File: src/rtl/layer5_result_mem_ctrl_pkg.sv
// Shared state type and sizing for the layer-5 result buffer sequencer.
package layer5_ctrl_pkg;

    localparam int unsigned MAP_DIM = 5;

    // Counter width needed to index 0..dim-1, never narrower than one bit.
    function automatic int unsigned cnt_width(input int unsigned dim);
        return (dim > 1) ? $clog2(dim) : 1;
    endfunction

    localparam int unsigned CNT_W = cnt_width(MAP_DIM);

    typedef enum logic [1:0] {
        FILL  = 2'd0,
        FULL  = 2'd1,
        DRAIN = 2'd2
    } ctrl_state_t;

endpackage

File: src/rtl/layer5_result_mem_ctrl_if.sv
// Write-side and read-side signals between layer 5, the result buffer and layer 6.
interface layer5_result_mem_ctrl_if #(
    parameter int unsigned ADDR_W      = 16,
    parameter int unsigned FRAME_CNT_W = 8
);
    logic                   layer5_valid;
    logic                   layer5_ready;
    logic                   save_enable;
    logic [ADDR_W-1:0]      save_row_addr;
    logic [ADDR_W-1:0]      save_col_addr;
    logic                   layer6_start;
    logic                   layer6_stall;
    logic                   layer5_result_read_signal;
    logic [ADDR_W-1:0]      read_row_addr;
    logic [ADDR_W-1:0]      read_col_addr;
    logic                   read_last;
    logic                   map_full;
    logic [FRAME_CNT_W-1:0] frame_count;

    // Controller side.
    modport slave (
        input  layer5_valid, layer6_start, layer6_stall,
        output layer5_ready, save_enable, save_row_addr, save_col_addr,
               layer5_result_read_signal, read_row_addr, read_col_addr,
               read_last, map_full, frame_count
    );

    // Producer / consumer side.
    modport master (
        output layer5_valid, layer6_start, layer6_stall,
        input  layer5_ready, save_enable, save_row_addr, save_col_addr,
               layer5_result_read_signal, read_row_addr, read_col_addr,
               read_last, map_full, frame_count
    );
endinterface

File: src/rtl/layer5_result_mem_ctrl_map_raster_counter.sv
// Raster-order row/col counter over a MAP_DIM x MAP_DIM map; wraps to (0,0) after the last entry.
module map_raster_counter #(
    parameter  int unsigned MAP_DIM = layer5_ctrl_pkg::MAP_DIM,
    localparam int unsigned CW      = layer5_ctrl_pkg::cnt_width(MAP_DIM)
) (
    input  logic          clk,
    input  logic          rst,
    input  logic          inc_i,
    input  logic          clr_i,
    output logic [CW-1:0] row_o,
    output logic [CW-1:0] col_o,
    output logic          last_o
);
    localparam logic [CW-1:0] LAST_IDX = CW'(MAP_DIM - 1);

    logic [CW-1:0] row_q, row_d;
    logic [CW-1:0] col_q, col_d;

    // Clear wins over increment; column wraps carry into the row.
    always_comb begin
        row_d = row_q;
        col_d = col_q;
        if (clr_i) begin
            row_d = '0;
            col_d = '0;
        end else if (inc_i) begin
            if (col_q == LAST_IDX) begin
                col_d = '0;
                row_d = (row_q == LAST_IDX) ? '0 : row_q + CW'(1);
            end else begin
                col_d = col_q + CW'(1);
            end
        end
    end

    always_ff @(posedge clk) begin
        if (!rst) begin
            row_q <= '0;
            col_q <= '0;
        end else begin
            row_q <= row_d;
            col_q <= col_d;
        end
    end

    assign row_o  = row_q;
    assign col_o  = col_q;
    assign last_o = (row_q == LAST_IDX) && (col_q == LAST_IDX);

endmodule

File: src/rtl/layer5_result_mem_ctrl.sv
// Fills the layer-5 result map in raster order, then drains it to layer 6 on request.
module layer5_result_mem_ctrl #(
    parameter int unsigned MAP_DIM     = layer5_ctrl_pkg::MAP_DIM,
    parameter int unsigned ADDR_W      = 16,
    parameter int unsigned FRAME_CNT_W = 8
) (
    input  logic                     clk,
    input  logic                     rst,
    layer5_result_mem_ctrl_if.slave  bus
);
    import layer5_ctrl_pkg::*;

    localparam int unsigned CW = cnt_width(MAP_DIM);

    ctrl_state_t state_q, state_d;

    logic                   wr_inc, wr_clr, rd_inc, rd_clr;
    logic                   ready, full, rd_en, save_en, drain_done;
    logic [CW-1:0]          wr_row, wr_col, rd_row, rd_col;
    logic                   wr_last, rd_last;
    logic [FRAME_CNT_W-1:0] frame_q, frame_d;

    always_ff @(posedge clk) begin
        if (!rst) begin
            state_q <= FILL;
            frame_q <= '0;
        end else begin
            state_q <= state_d;
            frame_q <= frame_d;
        end
    end

    // Next-state: a stalled last read keeps the drain going.
    always_comb begin
        state_d = state_q;
        case (state_q)
            FILL:    if (bus.layer5_valid && wr_last) state_d = FULL;
            FULL:    if (bus.layer6_start)            state_d = DRAIN;
            DRAIN:   if (!bus.layer6_stall && rd_last) state_d = FILL;
            default: state_d = FILL;
        endcase
    end

    // Outputs and counter controls decoded from the current state.
    always_comb begin
        ready      = 1'b0;
        full       = 1'b0;
        rd_en      = 1'b0;
        save_en    = 1'b0;
        wr_inc     = 1'b0;
        wr_clr     = 1'b0;
        rd_inc     = 1'b0;
        rd_clr     = 1'b0;
        drain_done = 1'b0;
        case (state_q)
            FILL: begin
                ready   = 1'b1;
                save_en = bus.layer5_valid;
                wr_inc  = bus.layer5_valid;
                rd_clr  = 1'b1;
            end
            FULL: begin
                full   = 1'b1;
                wr_clr = 1'b1;
                rd_clr = 1'b1;
            end
            DRAIN: begin
                rd_en      = 1'b1;
                rd_inc     = !bus.layer6_stall;
                drain_done = !bus.layer6_stall && rd_last;
                wr_clr     = 1'b1;
            end
            default: begin
                wr_clr = 1'b1;
                rd_clr = 1'b1;
            end
        endcase
    end

    assign frame_d = drain_done ? frame_q + FRAME_CNT_W'(1) : frame_q;

    map_raster_counter #(.MAP_DIM(MAP_DIM)) u_wr_cnt (
        .clk    (clk),
        .rst    (rst),
        .inc_i  (wr_inc),
        .clr_i  (wr_clr),
        .row_o  (wr_row),
        .col_o  (wr_col),
        .last_o (wr_last)
    );

    map_raster_counter #(.MAP_DIM(MAP_DIM)) u_rd_cnt (
        .clk    (clk),
        .rst    (rst),
        .inc_i  (rd_inc),
        .clr_i  (rd_clr),
        .row_o  (rd_row),
        .col_o  (rd_col),
        .last_o (rd_last)
    );

    assign bus.layer5_ready              = ready;
    assign bus.save_enable               = save_en;
    assign bus.save_row_addr             = ADDR_W'(wr_row);
    assign bus.save_col_addr             = ADDR_W'(wr_col);
    assign bus.layer5_result_read_signal = rd_en;
    assign bus.read_row_addr             = ADDR_W'(rd_row);
    assign bus.read_col_addr             = ADDR_W'(rd_col);
    assign bus.read_last                 = rd_en && rd_last;
    assign bus.map_full                  = full;
    assign bus.frame_count               = frame_q;

endmodule

File: src/flat_wrapper.sv
// flat-port wrapper written by rule: the top's interface ports become plain ports
module layer5_result_mem_ctrl_flat import layer5_ctrl_pkg::*;
#(
    parameter int unsigned MAP_DIM     = layer5_ctrl_pkg::MAP_DIM,
    parameter int unsigned ADDR_W      = 16,
    parameter int unsigned FRAME_CNT_W = 8
)
  (clk, rst, bus_layer5_valid, bus_layer6_start, bus_layer6_stall, bus_layer5_ready, bus_save_enable, bus_save_row_addr, bus_save_col_addr, bus_layer5_result_read_signal, bus_read_row_addr, bus_read_col_addr, bus_read_last, bus_map_full, bus_frame_count);
  layer5_result_mem_ctrl_if #(.ADDR_W(ADDR_W), .FRAME_CNT_W(FRAME_CNT_W)) bus_i ();
  input  logic clk;
  input  logic rst;
  input wire logic [$bits(bus_i.layer5_valid)-1:0] bus_layer5_valid;
  input wire logic [$bits(bus_i.layer6_start)-1:0] bus_layer6_start;
  input wire logic [$bits(bus_i.layer6_stall)-1:0] bus_layer6_stall;
  output wire logic [$bits(bus_i.layer5_ready)-1:0] bus_layer5_ready;
  output wire logic [$bits(bus_i.save_enable)-1:0] bus_save_enable;
  output wire logic [$bits(bus_i.save_row_addr)-1:0] bus_save_row_addr;
  output wire logic [$bits(bus_i.save_col_addr)-1:0] bus_save_col_addr;
  output wire logic [$bits(bus_i.layer5_result_read_signal)-1:0] bus_layer5_result_read_signal;
  output wire logic [$bits(bus_i.read_row_addr)-1:0] bus_read_row_addr;
  output wire logic [$bits(bus_i.read_col_addr)-1:0] bus_read_col_addr;
  output wire logic [$bits(bus_i.read_last)-1:0] bus_read_last;
  output wire logic [$bits(bus_i.map_full)-1:0] bus_map_full;
  output wire logic [$bits(bus_i.frame_count)-1:0] bus_frame_count;
  assign bus_i.layer5_valid = bus_layer5_valid;
  assign bus_i.layer6_start = bus_layer6_start;
  assign bus_i.layer6_stall = bus_layer6_stall;
  assign bus_layer5_ready = bus_i.layer5_ready;
  assign bus_save_enable = bus_i.save_enable;
  assign bus_save_row_addr = bus_i.save_row_addr;
  assign bus_save_col_addr = bus_i.save_col_addr;
  assign bus_layer5_result_read_signal = bus_i.layer5_result_read_signal;
  assign bus_read_row_addr = bus_i.read_row_addr;
  assign bus_read_col_addr = bus_i.read_col_addr;
  assign bus_read_last = bus_i.read_last;
  assign bus_map_full = bus_i.map_full;
  assign bus_frame_count = bus_i.frame_count;
  layer5_result_mem_ctrl #(.MAP_DIM(MAP_DIM), .ADDR_W(ADDR_W), .FRAME_CNT_W(FRAME_CNT_W)) u_core (.clk(clk), .rst(rst), .bus(bus_i));
endmodule
File: config.mk
export PLATFORM = sky130hd
export DESIGN_NAME = layer5_result_mem_ctrl_flat
export DESIGN_NICKNAME = d
export VERILOG_FILES = /design/src/rtl/layer5_result_mem_ctrl_pkg.sv /design/src/rtl/layer5_result_mem_ctrl_if.sv /design/src/rtl/layer5_result_mem_ctrl_map_raster_counter.sv /design/src/rtl/layer5_result_mem_ctrl.sv /design/src/flat_wrapper.sv
export SDC_FILE = /design/constraint.sdc
export NUM_CORES = 1
export LEC_CHECK = 0
export ABC_AREA = 1
export CAP_MARGIN = 20
export CORE_MARGIN = 2
export CORE_UTILIZATION = 25
export DETAILED_ROUTE_END_ITERATION = 6
export MAX_ROUTING_LAYER = met4
export PLACE_DENSITY = 0.65
export RECOVER_POWER = 50
export SLEW_MARGIN = 20
export SYNTH_ARGS = -nofsm -noshare
export SYNTH_HDL_FRONTEND = slang
export SYNTH_SLANG_ARGS = --single-unit
File: constraint.sdc
create_clock -name clk -period 1.4 [get_ports clk]
set_input_delay 0.14 -clock clk [delete_from_list [all_inputs] [get_ports clk]]
set_output_delay 0.14 -clock clk [all_outputs]
set_load 0.02 [all_outputs]
==> results of run 1 <==
-- final cells by class --
cell class | instances | area, um2 | share of cell area
Sequential cell | 22 | 448 | 0.220
Inverter | 29 | 115 | 0.0565
Clock buffer | 3 | 41.3 | 0.0203
Tap cell | 77 | 96.3 | 0.0473
Timing Repair Buffer | 51 | 405 | 0.199
Multi-Input combinational cell | 171 | 901 | 0.442
Clock inverter | 1 | 30.0 | 0.0147
-- sequential cells by signal (all words and copies together) (netlist names) --
register and cells:
u_core.state_q 2, u_core.u_rd_cnt.col_o 3, u_core.bus.frame_count 8, u_core.u_wr_cnt.row_o 3, u_core.u_rd_cnt.row_o 3, u_core.u_wr_cnt.col_o 3
-- stage by stage --
stage | power (mW) | area (um2) | hold WS [ps]
5_1_grt | 1.50 | 2040 | 516
3_3_place_gp | 0.847 | 1920 | 461
6_report | 1.43 | 2040 | 473
2_1_floorplan | 0.919 | 1780 | 279
4_1_cts | 1.46 | 1960 | 467
3_5_place_dp | 0.849 | 1920 | 476
-- power breakdown --
group	switching (mW)	internal, mW
registers	0.00474	0.630
clock network	0.219	0.382
logic	0.164	0.0326
-- worst paths after layout --
path	startpoint	end	slack, ps	cells after the start
max reg2reg	u_core.u_wr_cnt.col_o[0]	u_core.u_wr_cnt.row_o[2]	90	8
max	u_core.u_rd_cnt.col_o[1]	bus_read_last	-20	7
min reg2reg	u_core.bus.frame_count[7]	u_core.bus.frame_count[7]	500	2
min	bus_layer6_start	u_core.state_q[1]	470	3
-- cell usage after synthesis (2+ instances only) --
cell type | count | area share
ha_1 | 9 | 0.071
o21ai_0 | 7 | 0.022
inv_2 | 3 | 0.0071
nor2_2 | 2 | 0.0079
nand3_1 | 8 | 0.025
nor2_1 | 15 | 0.035
buf_4 | 52 | 0.25
dfxtp_1 | 22 | 0.28
inv_1 | 24 | 0.057
a21oi_1 | 20 | 0.063
nand2_4 | 2 | 0.014
o21ai_1 | 2 | 0.0063
nand2_1 | 43 | 0.10
xor2_1 | 4 | 0.022
-- cells by family (layout without fill, tap and decap cells) --
| family | count (synthesis) | after routing | share of synthesized area |
|---|---|---|---|
| AO/OA/AOI/OAI | 31 | 31 | 0.101 |
| XOR/XNOR | 5 | 5 | 0.0276 |
| adder cells (fa/ha/maj) | 9 | 9 | 0.0709 |
| buffers and inverters | 81 | 84 | 0.318 |
| flip-flops | 22 | 22 | 0.277 |
| other | 1 | 52 | 0.00236 |
| AND/OR/NAND/NOR | 74 | 74 | 0.203 |
-- worst min-delay path, cell delays in order --
cell and delay [ps]:
clkdlybuf4s50_1 420, nand3_1 90, a21oi_1 60
-- metal layers --
metal,vias to the layer above,GRT usage
met3,2,0.0257
met5,-,-
met1,610,0.104
met4,0,0.0220
li1,699,-
met2,46,0.153
-- what timing repair did --
action | in CTS | in global routing
cloned | 0 | 0
pin swaps | 0 | 4
gates resized for setup | 25 | 35
endpoints found under the setup margin | 20 | 20
buffers inserted | 0 | 3
==> reports/results.ini, run 1 <==
[status]
status = finished with violations
violations = negative setup slack

[yosys]
avgSynthCellArea_um2 = 7.12
synthFlopType = dfxtp_1
ys_warn_count = 0
synth-seq-cells = 22
synth_cell_types = 24
synth_cells = 223
syn_area_um2 = 1590
async_flop_share = 0
synth_edf_count = 0
yosysSeqAreaShare = 0.277

[hold_path]
hp-class = input pin to register

[floorplan]
die-width_um = 83.7
chipHeight_um = 83.7
std_cell_rows = 29
io_pins = 82
die-area_um2 = 7000
start_util = 0.254
core-area_um2 = 6240

[finish]
layout.cells.most_common_list = 52 x conb_1, 41 x nand2_1, 22 x buf_4, 19 x inv_1, 19 x a21oi_1
layout_commonest_cell = conb_1
syn_to_final_growth_pct = 28.3
finish.net_count = 292
finalNonFillerCells = 354
final_util = 0.326
antennaDiodeCount = 0
drive_above_1_share = 0.202
fill_cells = 694

[worst_setup_path]
end_kind = output port
cp_cell_sequence = inv_2 -> ha_4 -> nand2_4 -> nor2_4 -> inv_2 -> nor2_4 -> buf_6
worst_setup_path_start_kind = register
arrival_ps = 1280
crit_buf_inv = 3
critical-path-slowest-cell = dfxtp_2
cpPeakStageDelay_ps = 330
crit_family = flip-flops
worstSetupPathType = register to output port
critPathRequiredTime_ps = 1260
worstPathMaxFanout = 2

[timing]
grt_setup_unrepaired = yes
layout_setup_ws_ps = -24.5
hold_viol = 0
period_needed_ps = 1420
fmax_mhz = 702
final.period_utilization = 1.02
final.setup.tns_ps = -24.5
maxSlewViolCount = 0
clock_skew_ps = 7.85
setup_viol = 1

[detailed_routing]
num_vias = 1357
avgViaCountPerCell = 3.83
wl_met2_mm = 1.58
drc = 0
routedLengthMet1_mm = 1.41
route.met3.wl_um = 190
final_antenna_net_count = 0
routed_wl_mm = 3.19
top_layer = met4
wl_per_cell_um = 9.02
drtIter0Drc = 25
drtPass1Iterations = 4

[job]
drv_cap = 0

[place]
dpl.hpwl_mm = 2.42
io_buffers = 29
place_inst = 347
gp_congestion = 0.806
dpl_worst_slack_ps = -228

[global_route]
grt_pass1_wl_mm = 5.14
grt-ovfl-total = 0
grt_max_degree = 14
grt_pass1_vias = 1200
grt_usage = 0.0897
antenna_found_initial = 0

[power]
power_per_cell_area_nw_per_um2 = 704
p_leak_nw = 0.980
ir_drop_v = 0.000401

[clocking]
worstSkewPairLatency_ps = 260
cts_hold_buf = 0
clock_sinks = 22
cts_tree = built
root_buffer = clkbuf_8
cts_buffers = 3
cts_max_level = 1
path_clk_slew_ps = 90
clock_path_buffers = 2

Note: power is estimated with default switching activity, not from simulation.
==> inputs of run 2 (changes only) <==
CORE_MARGIN = 5   (was 2)
==> run 2 against run 1 <==
  * The run still ends with negative setup slack left
  * Sequential cell count did not move
  * Setup slack got worse by 19 ps
  * Cell area rose by 1.2%
==> reports/results.ini, run 2 (synthesis results as in run 1) <==
[global_route]
grt-ovfl-total = 0  ; unchanged
antenna_found_initial = 0  ; unchanged
grt_max_degree = 14  ; unchanged
grt_pass1_wl_mm = 5.26  ; +2.3%
grt_pass1_vias = 1237  ; +3.1%
grt_usage = 0.0838  ; -0.00594

[timing]
period_needed_ps = 1440  ; +19.2 ps
hold_slack_ps = 482  ; +9.11 ps
fmax_mhz = 693  ; -1.3%
layout_setup_ws_ps = -43.7  ; -19.2 ps
setup_viol = 1  ; unchanged
final.period_utilization = 1.03  ; +0.0137
hold_viol = 0  ; unchanged
final.setup.tns_ps = -43.7  ; -19.2 ps
maxSlewViolCount = 0  ; unchanged
grt_setup_unrepaired = yes
clock_skew_ps = 12.1  ; +4.24 ps

[worst_setup_path]
r2r_end = u_core.u_rd_cnt.row_o[0]
worstPathMaxFanout = 2  ; unchanged
critPathRequiredTime_ps = 1260  ; about the same
arrival_ps = 1300  ; +20 ps
worstSetupPathType = register to output port
worst_setup_path_start_kind = register
end_kind = output port
worst_r2r_startpoint = u_core.state_q[0]
regToRegSetupSlack_ps = 20  ; -70 ps
rr_worst_depth = 8  ; unchanged

[floorplan]
io_pins = 82  ; unchanged
chipHeight_um = 89.7  ; +7.2%
die-area_um2 = 8050  ; +15%
die-width_um = 89.7  ; +7.2%
std_cell_rows = 29  ; unchanged
core-area_um2 = 6280  ; +0.58%
start_util = 0.253  ; -0.00147

[hold_path]
holdCritStartpoint = bus_layer6_start
min_delay_path_depth = 3  ; unchanged
min_to = u_core.state_q[1]
hp-class = input pin to register

[clocking]
worstSkewPairLatency_ps = 270  ; about the same
path_clk_slew_ps = 90  ; about the same
root_buffer = clkbuf_8
clock_sinks = 22  ; unchanged
cts_max_level = 1  ; unchanged
clock_path_buffers = 2  ; unchanged
cts_buffers = 3  ; unchanged
cts_hold_buf = 0  ; unchanged
cts_tree = built

[finish]
finish.net_count = 294  ; +0.68%
syn_to_final_growth_pct = 29.8
antennaDiodeCount = 0  ; unchanged
finalNonFillerCells = 356  ; +0.56%
final_cell_area_um2 = 2060  ; +1.2%
layout.cells.most_common_list = 52 x conb_1, 40 x nand2_1, 24 x buf_4, 20 x inv_1, 19 x a21oi_1
fill_cells = 671  ; -3.3%
largest_register_ffs = 8  ; unchanged
layout_commonest_cell = conb_1
drive_above_1_share = 0.208  ; +0.00572
final_util = 0.328  ; +0.00190

[status]
violations = negative setup slack
status = finished with violations

[place]
io_buffers = 29  ; unchanged
dpl_worst_slack_ps = -267  ; -39.0 ps
dpl_cell_area_um2 = 1940  ; +1.2%
gp_congestion = 0.857  ; +6.4%
dpl.hpwl_mm = 2.73  ; +13%
place_inst = 350  ; +0.86%

[detailed_routing]
num_vias = 1349  ; -0.59%
drtPass1Iterations = 4  ; unchanged
final_antenna_net_count = 0  ; unchanged
avgViaCountPerCell = 3.79  ; -1.1%
drtIter0Drc = 29  ; +16%
wl_per_cell_um = 9.80  ; +8.7%
drc = 0  ; unchanged
routed_wl_mm = 3.49  ; +9.3%

[power]
power_per_cell_area_nw_per_um2 = 700  ; -0.55%
p_leak_nw = 0.990  ; +1.1%
ir_drop_v = 0.000364  ; -9.2%
power.total_mw = 1.44  ; +0.61%

[job]
drv_cap = 0  ; unchanged

==> run 2: how the worst max path moves through the flow <==
stage                                        start            end  slack (ps)  cells past startpoint
after global placement    u_core.u_rd_cnt.row_o[0]  bus_read_last        -200                      7
after floorplan           u_core.u_rd_cnt.row_o[0]  bus_read_last          30                      6
after global routing      u_core.u_rd_cnt.col_o[1]  bus_read_last        -110                      7
after CTS                 u_core.u_rd_cnt.row_o[0]  bus_read_last         -90                      7
final                     u_core.u_rd_cnt.col_o[0]  bus_read_last         -40                      7
after detailed placement  u_core.u_rd_cnt.row_o[0]  bus_read_last        -270                      7
==> run 2: repair_timing <==
item | 4_1_cts | 5_1_grt
gates resized for setup | 31 | 31
pin swaps | 0 | 5
endpoints found under the setup margin | 22 | 22
buffers inserted | 0 | 2
==> run 2: layout make-up <==
class / count / area, um2 / share of cell area
inverters: 29 / 115 / 0.0559
flip-flops and latches: 22 / 447 / 0.217
well taps: 77 / 96.3 / 0.0468
clock inverters: 1 / 30.0 / 0.0146
clock buffers: 3 / 41.3 / 0.0200
repair buffers: 53 / 428 / 0.208
multi-input cells: 171 / 903 / 0.438
==> run 2: layer usage <==
layer / global-route usage / wire length, um
met1: 0.0951 / 1380
met2: 0.152 / 1780
met3: 0.0228 / 269
met4: 0.00812 / 59
met5: - / 0
==> run 2: power breakdown <==
part / switching [mW] / internal (mW)
Sequential: 0.00349 / 0.630
Clock: 0.221 / 0.382
Combinational: 0.168 / 0.0377
==> run 2: worst max-delay path, cell delays in order (launching register included) <==
cell and delay (ps):
dfxtp_1 320, inv_1 80, ha_4 150, nand2_4 70, nor2_4 130, inv_2 60, nor2_4 110, buf_6 120
==> inputs of run 3 (changes only) <==
PLACE_DENSITY = 0.67   (was 0.65)
clock period = 1.2 ns   (was 1.4 ns; I/O delays follow)
==> run 3 against run 2 <==
  * The run still ends with negative setup slack left
  * Sequential power increased by 15%
  * Clock power is 4.1% higher
  * Cell count rose by 3.4%
  * Critical path depth unchanged
  * Total power rose by 13%
  * Worst hold slack improved by 2.5 ps
  * Wire length rose by 12%
  * Count of clock-buffer cells in the layout increased by 1
==> reports/results.ini, run 3 (synthesis results as in run 1) <==
[status]
status = finished with violations
violations = negative setup slack

[hold_path]
holdCritStartpoint = u_core.u_wr_cnt.col_o[1]
min_delay_path_depth = 2  ; -1
min_to = u_core.u_wr_cnt.col_o[1]
hp-class = register to register

[floorplan]
io_pins = 82  ; unchanged
die-area_um2 = 8050  ; unchanged
std_cell_rows = 29  ; unchanged
core-area_um2 = 6280  ; unchanged
chipHeight_um = 89.7  ; unchanged
die-width_um = 89.7  ; unchanged
start_util = 0.253  ; unchanged

[clocking]
cts_tree = built
clock_sinks = 22  ; unchanged
path_clk_slew_ps = 90  ; about the same
root_buffer = clkbuf_8
cts_buffers = 3  ; unchanged
cts_max_level = 1  ; unchanged
clock_path_buffers = 2  ; unchanged
worstSkewPairLatency_ps = 270  ; about the same

[timing]
clock_skew_ps = 11.5  ; -0.615 ps
period_needed_ps = 1360
layout_setup_ws_ps = -160  ; -116 ps
final.period_utilization = 1.13
final.setup.tns_ps = -1620  ; -1570 ps
fmax_mhz = 735
hold_viol = 0  ; unchanged
setup_viol = 18  ; +17
grt_setup_unrepaired = yes
maxSlewViolCount = 0  ; unchanged

[finish]
drive_above_1_share = 0.357  ; +0.150
layout_commonest_cell = conb_1
layout.cells.most_common_list = 52 x conb_1, 36 x nand2_1, 33 x buf_4, 17 x inv_1, 12 x a21oi_1
final_util = 0.373  ; +0.0444
largest_register_ffs = 8  ; unchanged
antennaDiodeCount = 0  ; unchanged
finish.net_count = 306  ; +4.1%
syn_to_final_growth_pct = 47.4

[power]
p_leak_nw = 1.07  ; +7.6%
ir_drop_v = 0.000338  ; -7.2%
power_per_cell_area_nw_per_um2 = 698  ; -0.26%

[detailed_routing]
drc = 0  ; unchanged
wl_per_cell_um = 10.6  ; +8.4%
final_antenna_net_count = 0  ; unchanged
routed_wl_mm = 3.91  ; +12%
num_vias = 1415  ; +4.9%
avgViaCountPerCell = 3.85  ; +1.5%
drtPass1Iterations = 4  ; unchanged
drtIter0Drc = 89  ; +210%

[place]
io_buffers = 29  ; unchanged
gp_congestion = 0.816  ; -4.8%
dpl.hpwl_mm = 2.81  ; +2.6%

[worst_setup_path]
arrival_ps = 1240  ; -60 ps
r2r_end = u_core.bus.frame_count[2]
worstPathMaxFanout = 2  ; unchanged
worstSetupPathType = register to output port
rr_worst_depth = 10  ; +2
critPathRequiredTime_ps = 1080  ; -180 ps
end_kind = output port
worst_r2r_startpoint = u_core.u_rd_cnt.row_o[0]
worst_setup_path_start_kind = register
cp-startpoint = u_core.u_rd_cnt.row_o[0]
regToRegSetupSlack_ps = -160  ; -180 ps

[global_route]
grt-ovfl-total = 0  ; unchanged
grt_pass1_wl_mm = 5.62  ; +7.0%
grt_usage = 0.0920  ; +0.00821
grt_pass1_vias = 1279  ; +3.4%
antenna_found_initial = 0  ; unchanged
grt_max_degree = 14  ; unchanged

[job]
drv_cap = 0  ; unchanged

==> run 3: changes by cell type in the layout (fill, tap and decap cells not counted), sizes merged <==
| cell | delta |
|---|---|
| buf | +15 |
| clkdlybuf4s15 | +4 |
| nand2 | +1 |
| clkdlybuf4s50 | -1 |
| clkbuf | +1 |
| bufinv | -1 |
| dlygate4sd2 | -7 |
==> run 3: per-stage QoR <==
stage | hold WS [ps] | area [um2] | total power, mW | worst slack, ps | std cells
final | 485 | 2340 | 1.63 | -160 | 368
after global routing | 500 | 2340 | 1.71 | -232 | 368
after CTS | 491 | 2190 | 1.61 | -201 | 362
after detailed placement | 479 | 2030 | 0.992 | -419 | 355
after global placement | 476 | 2030 | 0.990 | -381 | 355
after floorplan | 254 | 1830 | 1.07 | 0.325 | 274
==> run 3: worst max path at each step <==
stage	slack [ps]	end	depth (start not counted)
2_1_floorplan	0.3	u_core.u_wr_cnt.row_o[0]	8
3_3_place_gp	-380	bus_read_last	7
3_5_place_dp	-420	bus_read_last	7
4_1_cts	-200	bus_read_last	7
5_1_grt	-230	bus_read_last	7
6_report	-160	bus_read_last	7
==> run 3: critical path: stages (launching register included) <==
cell and delay [ps]:
dfxtp_4 360, inv_4 60, ha_4 140, nand2_4 50, nor2_4 110, inv_2 50
nor2_4 80, buf_6 120
==> run 3: layout make-up <==
cell class	count	area [um2]
multi-input cells	172	1040
repair buffers	64	531
clock buffers	4	66.3
flip-flops and latches	22	472
inverters	29	136
fillers	653	3940
well taps	77	96.3
==> run 3: report_power, final <==
group | switching, mW | internal (mW) | leakage (nW)
registers | 0.00631 | 0.722 | 0.185
clock network | 0.266 | 0.362 | 0.0339
logic | 0.210 | 0.0664 | 0.847
total | 0.482 | 1.15 | 1.07
==> run 3: per-layer routing <==
layer	global-route usage	vias to the layer above	part of all wire
met1	0.107	645	0.40
met5	-	-	0
li1	-	723	-
met2	0.159	45	0.53
met3	0.0146	2	0.068
met4	0.0325	0	0.0038
==> run 3: timing repair <==
item	CTS	global route
gates resized for setup	84	47
cloned	1	0
pin swaps	15	15
setup endpoints to repair	42	32
buffers inserted	2	7
hold buffers	0	0
